===== src/rtl/clock_select_divider_if.sv =====
// Request/status bundle for clock_select_divider: key and select in,
// selected clock, rise strobe and switch status out.
interface clock_select_divider_if #(
  parameter int SEL_WIDTH = 2
);
  logic                 key_clock;
  logic [SEL_WIDTH-1:0] select;
  logic                 clock_out;
  logic                 clock_rise;
  logic [SEL_WIDTH-1:0] active_sel;
  logic                 switching;

  modport master (
    output key_clock, select,
    input  clock_out, clock_rise, active_sel, switching
  );

  modport slave (
    input  key_clock, select,
    output clock_out, clock_rise, active_sel, switching
  );
endinterface


===== src/rtl/clock_select_divider.sv =====
// Glitch-free selector between a synchronised manual key and power-of-two divisor taps.
// Optional key debouncer enabled by defining KEY_DEBOUNCE_EN.
module clock_select_divider #(
  parameter int NUM_SRC         = 3,
  parameter int SEL_WIDTH       = 2,
  parameter int DIV_WIDTH       = 20,
  parameter int BASE_TAP        = 15,
  parameter int TAP_STEP        = 3,
  parameter int DEBOUNCE_CYCLES = 50000
) (
  input logic                   clock,
  input logic                   reset_n,
  clock_select_divider_if.slave bus
);

  typedef enum logic [1:0] {RUN, DRAIN, PARK} state_t;

  state_t                  state;
  logic [DIV_WIDTH-1:0]    divisor;
  logic                    key_m, key_s, key_src;
  logic [SEL_WIDTH-1:0]    sel_q, target, active_sel;
  logic                    clock_out, clock_rise;
  logic [NUM_SRC-1:0]      src;
  logic [2**SEL_WIDTH-1:0] src_pad;
  logic                    sel_ok, co_next;

  always_ff @(posedge clock or negedge reset_n) begin
    if (!reset_n) begin
      divisor <= '0;
      key_m   <= 1'b0;
      key_s   <= 1'b0;
      sel_q   <= '0;
    end else begin
      divisor <= divisor + 1'b1;
      key_m   <= bus.key_clock;
      key_s   <= key_m;
      sel_q   <= bus.select;
    end
  end

`ifdef KEY_DEBOUNCE_EN
  localparam int DB_W = $clog2(DEBOUNCE_CYCLES + 1);
  logic [DB_W-1:0] db_cnt;
  logic            key_db;

  // key_db flips only after DEBOUNCE_CYCLES consecutive disagreeing samples
  always_ff @(posedge clock or negedge reset_n) begin
    if (!reset_n) begin
      db_cnt <= '0;
      key_db <= 1'b0;
    end else if (key_s == key_db) begin
      db_cnt <= '0;
    end else if (db_cnt == DB_W'(DEBOUNCE_CYCLES - 1)) begin
      db_cnt <= '0;
      key_db <= key_s;
    end else begin
      db_cnt <= db_cnt + 1'b1;
    end
  end

  assign key_src = key_db;
`else
  assign key_src = key_s;
`endif

  assign src[0] = key_src;
  for (genvar k = 1; k < NUM_SRC; k++) begin : g_tap
    assign src[k] = divisor[BASE_TAP + (k - 1) * TAP_STEP];
  end

  // Pad to the full select range so any select value indexes safely
  always_comb begin
    src_pad              = '0;
    src_pad[NUM_SRC-1:0] = src;
  end

  assign sel_ok  = ({1'b0, sel_q} < (SEL_WIDTH + 1)'(NUM_SRC));
  // DRAIN keeps following the old source; its first 0 sample is the park point
  assign co_next = (state == PARK) ? 1'b0 : src_pad[active_sel];

  always_ff @(posedge clock or negedge reset_n) begin
    if (!reset_n) begin
      state      <= RUN;
      target     <= '0;
      active_sel <= '0;
      clock_out  <= 1'b0;
      clock_rise <= 1'b0;
    end else begin
      clock_out  <= co_next;
      clock_rise <= co_next & ~clock_out;
      case (state)
        RUN: begin
          if (sel_ok && sel_q != active_sel) begin
            target <= sel_q;
            state  <= DRAIN;
          end
        end
        DRAIN: begin
          if (sel_ok && sel_q == active_sel) begin
            target <= sel_q;
            state  <= RUN;
          end else begin
            if (sel_ok) target <= sel_q;
            if (!src_pad[active_sel]) state <= PARK;
          end
        end
        PARK: begin
          // Retarget first; only hand over once the new source is sampled low
          if (sel_ok && sel_q != target) begin
            target <= sel_q;
          end else if (!src_pad[target]) begin
            active_sel <= target;
            state      <= RUN;
          end
        end
        default: state <= RUN;
      endcase
    end
  end

  assign bus.clock_out  = clock_out;
  assign bus.clock_rise = clock_rise;
  assign bus.active_sel = active_sel;
  assign bus.switching  = (state != RUN);

endmodule


===== src/flat_wrapper.sv =====
// flat-port wrapper written by rule: the top's interface ports become plain ports
module clock_select_divider_flat 
#(
  parameter int NUM_SRC         = 3,
  parameter int SEL_WIDTH       = 2,
  parameter int DIV_WIDTH       = 20,
  parameter int BASE_TAP        = 15,
  parameter int TAP_STEP        = 3,
  parameter int DEBOUNCE_CYCLES = 50000
)
  (clock, reset_n, bus_key_clock, bus_select, bus_clock_out, bus_clock_rise, bus_active_sel, bus_switching);
  clock_select_divider_if #(.SEL_WIDTH(SEL_WIDTH)) bus_i ();
  input logic clock;
  input logic reset_n;
  input wire logic [$bits(bus_i.key_clock)-1:0] bus_key_clock;
  input wire logic [$bits(bus_i.select)-1:0] bus_select;
  output wire logic [$bits(bus_i.clock_out)-1:0] bus_clock_out;
  output wire logic [$bits(bus_i.clock_rise)-1:0] bus_clock_rise;
  output wire logic [$bits(bus_i.active_sel)-1:0] bus_active_sel;
  output wire logic [$bits(bus_i.switching)-1:0] bus_switching;
  assign bus_i.key_clock = bus_key_clock;
  assign bus_i.select = bus_select;
  assign bus_clock_out = bus_i.clock_out;
  assign bus_clock_rise = bus_i.clock_rise;
  assign bus_active_sel = bus_i.active_sel;
  assign bus_switching = bus_i.switching;
  clock_select_divider #(.NUM_SRC(NUM_SRC), .SEL_WIDTH(SEL_WIDTH), .DIV_WIDTH(DIV_WIDTH), .BASE_TAP(BASE_TAP), .TAP_STEP(TAP_STEP), .DEBOUNCE_CYCLES(DEBOUNCE_CYCLES)) u_core (.clock(clock), .reset_n(reset_n), .bus(bus_i));
endmodule

===== config.mk =====
export PLATFORM = sky130hd
export DESIGN_NAME = clock_select_divider_flat
export DESIGN_NICKNAME = d
export VERILOG_FILES = /design/src/rtl/clock_select_divider_if.sv /design/src/rtl/clock_select_divider.sv /design/src/flat_wrapper.sv
export SDC_FILE = /design/constraint.sdc
export NUM_CORES = 1
export LEC_CHECK = 0
export CAP_MARGIN = 10
export CELL_PAD_IN_SITES_DETAIL_PLACEMENT = 0
export CELL_PAD_IN_SITES_GLOBAL_PLACEMENT = 2
export CORE_MARGIN = 2
export CORE_UTILIZATION = 41
export DETAILED_ROUTE_END_ITERATION = 7
export GPL_TIMING_DRIVEN = 0
export PLACE_DENSITY_LB_ADDON = 0.1
export SYNTH_ARGS = -nofsm -noshare
export SYNTH_HDL_FRONTEND = slang
export SYNTH_SLANG_ARGS = --single-unit

===== constraint.sdc =====
create_clock -name clock -period 2.35 [get_ports clock]
set_input_delay 0.47 -clock clock [delete_from_list [all_inputs] [get_ports clock]]
set_output_delay 0.47 -clock clock [all_outputs]
set_load 0.02 [all_outputs]

== Word-level counts from Yosys, hierarchy flattened ==
Index checks and enable logic that the tools add are counted.

* Add/subtract/negate cells: 1
* Bitwise logic cells: 4
* Equality and inequality tests: 11
* Reduce and logical (&&, ||, !) cells: 9
* $mul: 0
* $lt $le $gt $ge: 3
* Muxes and demuxes: 16
* Div/mod/pow operators: 0
* Shift operators: 0

{| class="wikitable"
|+ Operators with widths
! cell !! count
|-
| 20-bit by 1-bit adder with 20-bit output, second input constant || 1
|-
| 2-bit 2-to-1 mux || 9
|-
| 2-bit one-hot mux with 3 select lines || 2
|-
| 4-bit AND reduction || 2
|-
| 2-bit by 3-bit less-than comparator with 1-bit output, second input constant || 2
|-
| 2-bit != test, second input constant || 3
|-
| 1-bit binary-select mux with 2-bit select || 2
|-
| 2-bit != test || 2
|-
| 1-bit logical AND || 3
|-
| 1-bit 2-to-1 mux || 3
|-
| 3-bit by 1-bit != test with 1-bit output, second input constant || 1
|-
| 3-bit by 2-bit != test with 1-bit output, second input constant || 1
|-
| 1-bit NOT || 3
|-
| 3-bit AND reduction || 1
|-
| 3-bit nonzero test || 1
|-
| 2-bit by 1-bit == test with 1-bit output, second input constant || 1
|-
| 2-bit == test || 1
|-
| 2-bit == test, second input constant || 1
|-
| 2-bit zero test || 1
|-
| 2-bit less-than comparator, second input constant || 1
|-
| 2-bit by 1-bit != test with 1-bit output, second input constant || 1
|-
| 2-bit nonzero test || 1
|-
| 1-bit bitwise AND || 1
|}

* Bits in read-only memories: 0
* Latch bits: 0
* RAM bits: 0
* Memories: 0
* Register bits after elaboration: 32
* Output and inout port bits: 5

== Depth between registers and ports, before layout ==
* Word-level depth: 5
* Depth in mapped cells: 6

== Worst setup path after synthesis ==
Ideal clock, no wire load.

* Path type: register to register
* Start: register u_core.active_sel[1], in the netlist u_core.bus.active_sel[1]
* End: register u_core.target[0]
* Library setup time: 0.128 ns
* Slack: 0.629 ns
* Required time: 2.222 ns
* Cell stages (with the launch flop): 7
* Data arrival time: 1.593 ns
* Buffers on the path: 1
* Cell sequence: dfrtp_1 buf_6 inv_2 a21oi_1 o221a_1 a311o_1 mux2_1

* Longest elaborated chain between the ends: 4
* Elaborated cells between the ends (all ways): 9
* Those cells by class: eq/ne: 4; mux: 2; reduce/logical: 3

{| class="wikitable"
|+ RTL lines
! what !! line !! text
|-
| start, declared || clock_select_divider.sv:21 || <nowiki>logic [SEL_WIDTH-1:0] sel_q, target, active_sel;</nowiki>
|-
| start signal, assigned || clock_select_divider.sv:112 || <nowiki>active_sel <= target;</nowiki>
|-
| 2-bit == test or 2-bit != test (tied branches) || clock_select_divider.sv:99, clock_select_divider.sv:93 ||
|-
| 1-bit logical AND, on equally long branches || clock_select_divider.sv:99, clock_select_divider.sv:93 ||
|-
| 3-bit by 1-bit != test with 1-bit output (no line), or another cell as far along || -- ||
|-
| 4-bit AND reduction (no line) or 2-bit one-hot mux with 3 select lines (tied branches) || -- ||
|-
| end signal, assigned || clock_select_divider.sv:100 || <nowiki>target <= sel_q;</nowiki>
|-
| end signal, assigned || clock_select_divider.sv:103 || <nowiki>if (sel_ok) target <= sel_q;</nowiki>
|-
| end signal, assigned || clock_select_divider.sv:110 || <nowiki>target <= sel_q;</nowiki>
|-
| end, declared || clock_select_divider.sv:21 ||
|}

Parallel ways exist; a longest one is shown, timed or not.
A chain may end at the register's enable or synchronous reset.

== Worst setup path after layout ==
* Start: register u_core.state[1]
* End: output bus_switching

* Longest elaborated chain between the ends: 1

{| class="wikitable"
|+ RTL lines
! what !! line !! text
|-
| start, declared || clock_select_divider.sv:18 || <nowiki>state_t state;</nowiki>
|-
| start signal, assigned || clock_select_divider.sv:83 || <nowiki>state <= RUN;</nowiki>
|-
| start signal, assigned || clock_select_divider.sv:95 || <nowiki>state <= DRAIN;</nowiki>
|-
| start signal, assigned || clock_select_divider.sv:101 || <nowiki>state <= RUN;</nowiki>
|-
| 2-bit nonzero test || clock_select_divider.sv:124 || <nowiki>assign bus.switching = (state != RUN);</nowiki>
|-
| end, declared || flat_wrapper.sv:20 || <nowiki>output wire logic [$bits(bus_i.switching)-1:0] bus_switching;</nowiki>
|}

No other way between the ends.

==> flow_summary_export.csv <==
group,metric,value,unit
outcome,status,"finished, final reports clean",
logic_synthesis,yosysWarningCount,0,
cts,path_clk_slew,90,ps
die,die_y,61.4,um
layout,nets,140,
drt,ant_nets,0,
cts,postCtsSetupBuffers,0,
worst_setup_path,regToRegStartpoint,"u_core.divisor[0]$_DFF_PN0_",
cts,cts_made_buffers,5,
timing,fin_worst_skew,2.29,ps
die,io_pins,10,
timing,holdWs,355,ps
cts,clock_sinks,31,
global_routing,grtUsageTotal,15.2,%
worst_setup_path,crit_type,"register to output port",
worst_setup_path,cp_max_fo,6,
worst_setup_path,worstReg2RegEnd,"u_core.divisor[10]$_DFF_PN0_",
global_routing,grt_overflow_total,0,
job,cap_violations,0,
timing,slew-limit-headroom,55.8,%
drt,wl_met2,973,um
pwr,total_leakage_power,0.723,nW
drt,wl_met3,146,um
drt,drt-initial-drc-count,40,
layout,fillCellCount,300,
pwr,p_sw_share,32.6,%
logic_synthesis,synthCells,117,
die,die-area,3770,sq um
drt,drtPass1Iterations,4,
pwr,pwr-share-clk,20.7,%
cts,cts_hold_buffers,0,
drt,vias_per_cell,5.02,
pwr,power.switching,0.448,mW
cts,cts_resized,0,
drt,top_layer,"met4",
logic_synthesis,synth_cell_types,29,
timing,post-route-min-period,2030,ps
placement,dp_cells,171,
pwr,seqPwrFrac,49.3,%
timing,period_share,86.6,%
placement,place.gp.congestion,0.724,
timing,fmax,0.492,GHz
cts,cts-root-buf,"clkbuf_4",
worst_hold_path,hold_end,"u_core.key_s$_DFF_PN0_",
logic_synthesis,synth_edf_count,0,
layout,final_common_cell,"dfrtp_1",
worst_hold_path,hp-class,"register to register",
global_routing,grt_pass1_vias,894,
timing,slew_viol_final,0,
pwr,vdd.ir_drop.worst,0.423,mV
logic_synthesis,seq_area_frac_synth,57.4,%
layout,diodes,0,
drt,wl_per_cell,12.4,um
logic_synthesis,synth_area_per_cell,11.6,sq um
drt,wl_met1,1.06,mm
worst_setup_path,worstPathArrival,1560,ps
logic_synthesis,synth.top_cell.area_share,57.4,%
worst_setup_path,r2r_slack,600,ps
logic_synthesis,synth.area.mux_share,4.81,%
layout,area_growth,16.7,%
pwr,combPwrFrac,30.1,%
cts,ctsLongestPathBuffers,2,
die,die_x,61.4,um
layout,seqCellArea,776,sq um
global_routing,grt_max_degree,20,
logic_synthesis,synth_seq_cells,31,
timing,tightest_slew,661,ps
pwr,power.internal,0.925,mW
logic_synthesis,synthFlopType,"dfrtp_1",
layout,mostFrequentLayoutCells,"dfrtp_1 (31), xnor2_1 (12), nand3_1 (9), clkdlybuf4s50_1 (9), nor2_1 (8)",
global_routing,antenna_found_initial,0,
worst_hold_path,min_from,"u_core.key_m$_DFF_PN0_",
logic_synthesis,synth_xor_area_share,11.7,%
drt,drt-total-wl,2.22,mm
worst_setup_path,start_kind,"register",
global_routing,grt_pass1_wl,4.00,mm
timing,tns,0,ps
logic_synthesis,async_flop_share,100,%
pwr,report.power.total,1.37,mW
timing,rsz0062_at_grt,"no",
logic_synthesis,synth_compound_area_share,5.46,%
timing,final-setup-viol-count,0,
logic_synthesis,synth_nets,123,
die,core.rowCount,20,
pwr,cellPowerDensity,870,nW/um^2
logic_synthesis,yosysTopAreaCell,"dfrtp_1",
logic_synthesis,syn-cell-area,1350,sq um
drt,via_count,899,
logic_synthesis,synth-simple-area-share,17.2,%
cts,htreeDepth,2,
worst_hold_path,whs_path_depth,0,
layout,multi_input_area,542,sq um
placement,port_buffers,9,
cts,worstSkewPairLatency,320,ps
worst_setup_path,cp-end-kind,"output port",
drt,drc,0,
worst_setup_path,crit_required,1880,ps
logic_synthesis,synthAdderAreaFrac,0.925,%
logic_synthesis,yosys-top-cells-area,"dfrtp_1 (57%), xnor2_1 (7.8%), xor2_1 (3.9%)",
layout,final_cells,179,
placement,place_area,1530,sq um
logic_synthesis,synth_top_family_by_area,"simple AND/OR/NAND/NOR gates",
layout,final_cell_area,1580,sq um
layout,drive_above_1_share,8.89,%
die,initial_core_util,43.6,%
timing,hold_viol_final,0,
placement,dpl.hpwl,1.70,mm
die,coreArea,3100,sq um
cts,cts_tree,"done",
worst_setup_path,reg2reg_depth,6,
-- worst max-delay path by stage --
stage / from / end / cells past startpoint
after floorplan: u_core.bus.active_sel[1]$_DFFE_PN0P_ / u_core.target[0]$_DFFE_PN0P_ / 6
after global placement: reset_n / u_core.sel_q[0]$_DFF_PN0_ / 1
after detailed placement: u_core.divisor[0]$_DFF_PN0_ / u_core.divisor[10]$_DFF_PN0_ / 6
after CTS: u_core.state[1]$_DFFE_PN0P_ / bus_switching / 3
after global routing: u_core.state[1]$_DFFE_PN0P_ / bus_switching / 3
final: u_core.state[1]$_DFFE_PN0P_ / bus_switching / 3
-- layer usage --
layer	global-route usage, %	vias up
li1	-	438
met1	19.7	431
met2	22.6	25
met3	5.67	5
met4	7.29	0
met5	0	-
-- cells in the mapped netlist (2+ instances only) --
cell / count
a21oi_1: 4
and3_1: 3
dfrtp_1: 31
inv_1: 4
mux2_1: 4
mux2i_1: 2
nand2_1: 5
nand3_1: 9
nand4_1: 4
nor2_1: 8
nor2b_1: 4
nor3_1: 3
nor4b_1: 2
o21bai_1: 2
o22ai_1: 2
xnor2_1: 12
xor2_1: 6
-- cell families after synthesis --
logic type               after synthesis
AND/OR/NAND/NOR                       43
adder cells (fa/ha/maj)                1
XOR/XNOR                              18
multiplexers                           6
flip-flops                            31
AO/OA/AOI/OAI                         11
buffers and inverters                  7
-- flip-flops by register name, summed over array words and instances (netlist names) --
signal	cells
u_core.key_s	1
u_core.key_m	1
u_core.sel_q	2
u_core.state	2
u_core.target	2
u_core.bus.active_sel	2
u_core.divisor	19
u_core.bus.clock_rise	1
u_core.bus.clock_out	1
-- cell type report --
| cell class | count | share of cell area [%] |
|---|---|---|
| Clock buffer | 5 | 2.38 |
| Tap cell | 44 | 3.49 |
| Inverter | 5 | 1.19 |
| Timing Repair Buffer | 10 | 7.45 |
| Clock inverter | 3 | 0.952 |
| Buffer | 2 | 1.03 |
| Multi-Input combinational cell | 79 | 34.3 |
| Sequential cell | 31 | 49.2 |
-- power by group through the flow --
| stage | clock network [mW] | logic (mW) | registers, mW |
|---|---|---|---|
| CTS | 0.298 | 0.417 | 0.677 |
| global placement | 0 | 0.406 | 0.685 |
| detailed placement | 0 | 0.415 | 0.687 |
| floorplan | 0 | 0.243 | 0.705 |
| global route | 0.324 | 0.461 | 0.692 |
| finish | 0.284 | 0.413 | 0.676 |
-- critical path: stages (launching register included) --
cell	delay, ps
dfrtp_1	440
nor2_1	210
inv_1	60
clkdlybuf4s50_1	540
-- per-stage QoR --
step / worst slack (ps) / util (%)
after floorplan: 629 / -
after global placement: 304 / 48.3
after detailed placement: 612 / 49.2
after CTS: 301 / 50.8
after global routing: 223 / 50.8
final: 315 / 50.8
No activity file was read; power rests on OpenSTA's default activity.
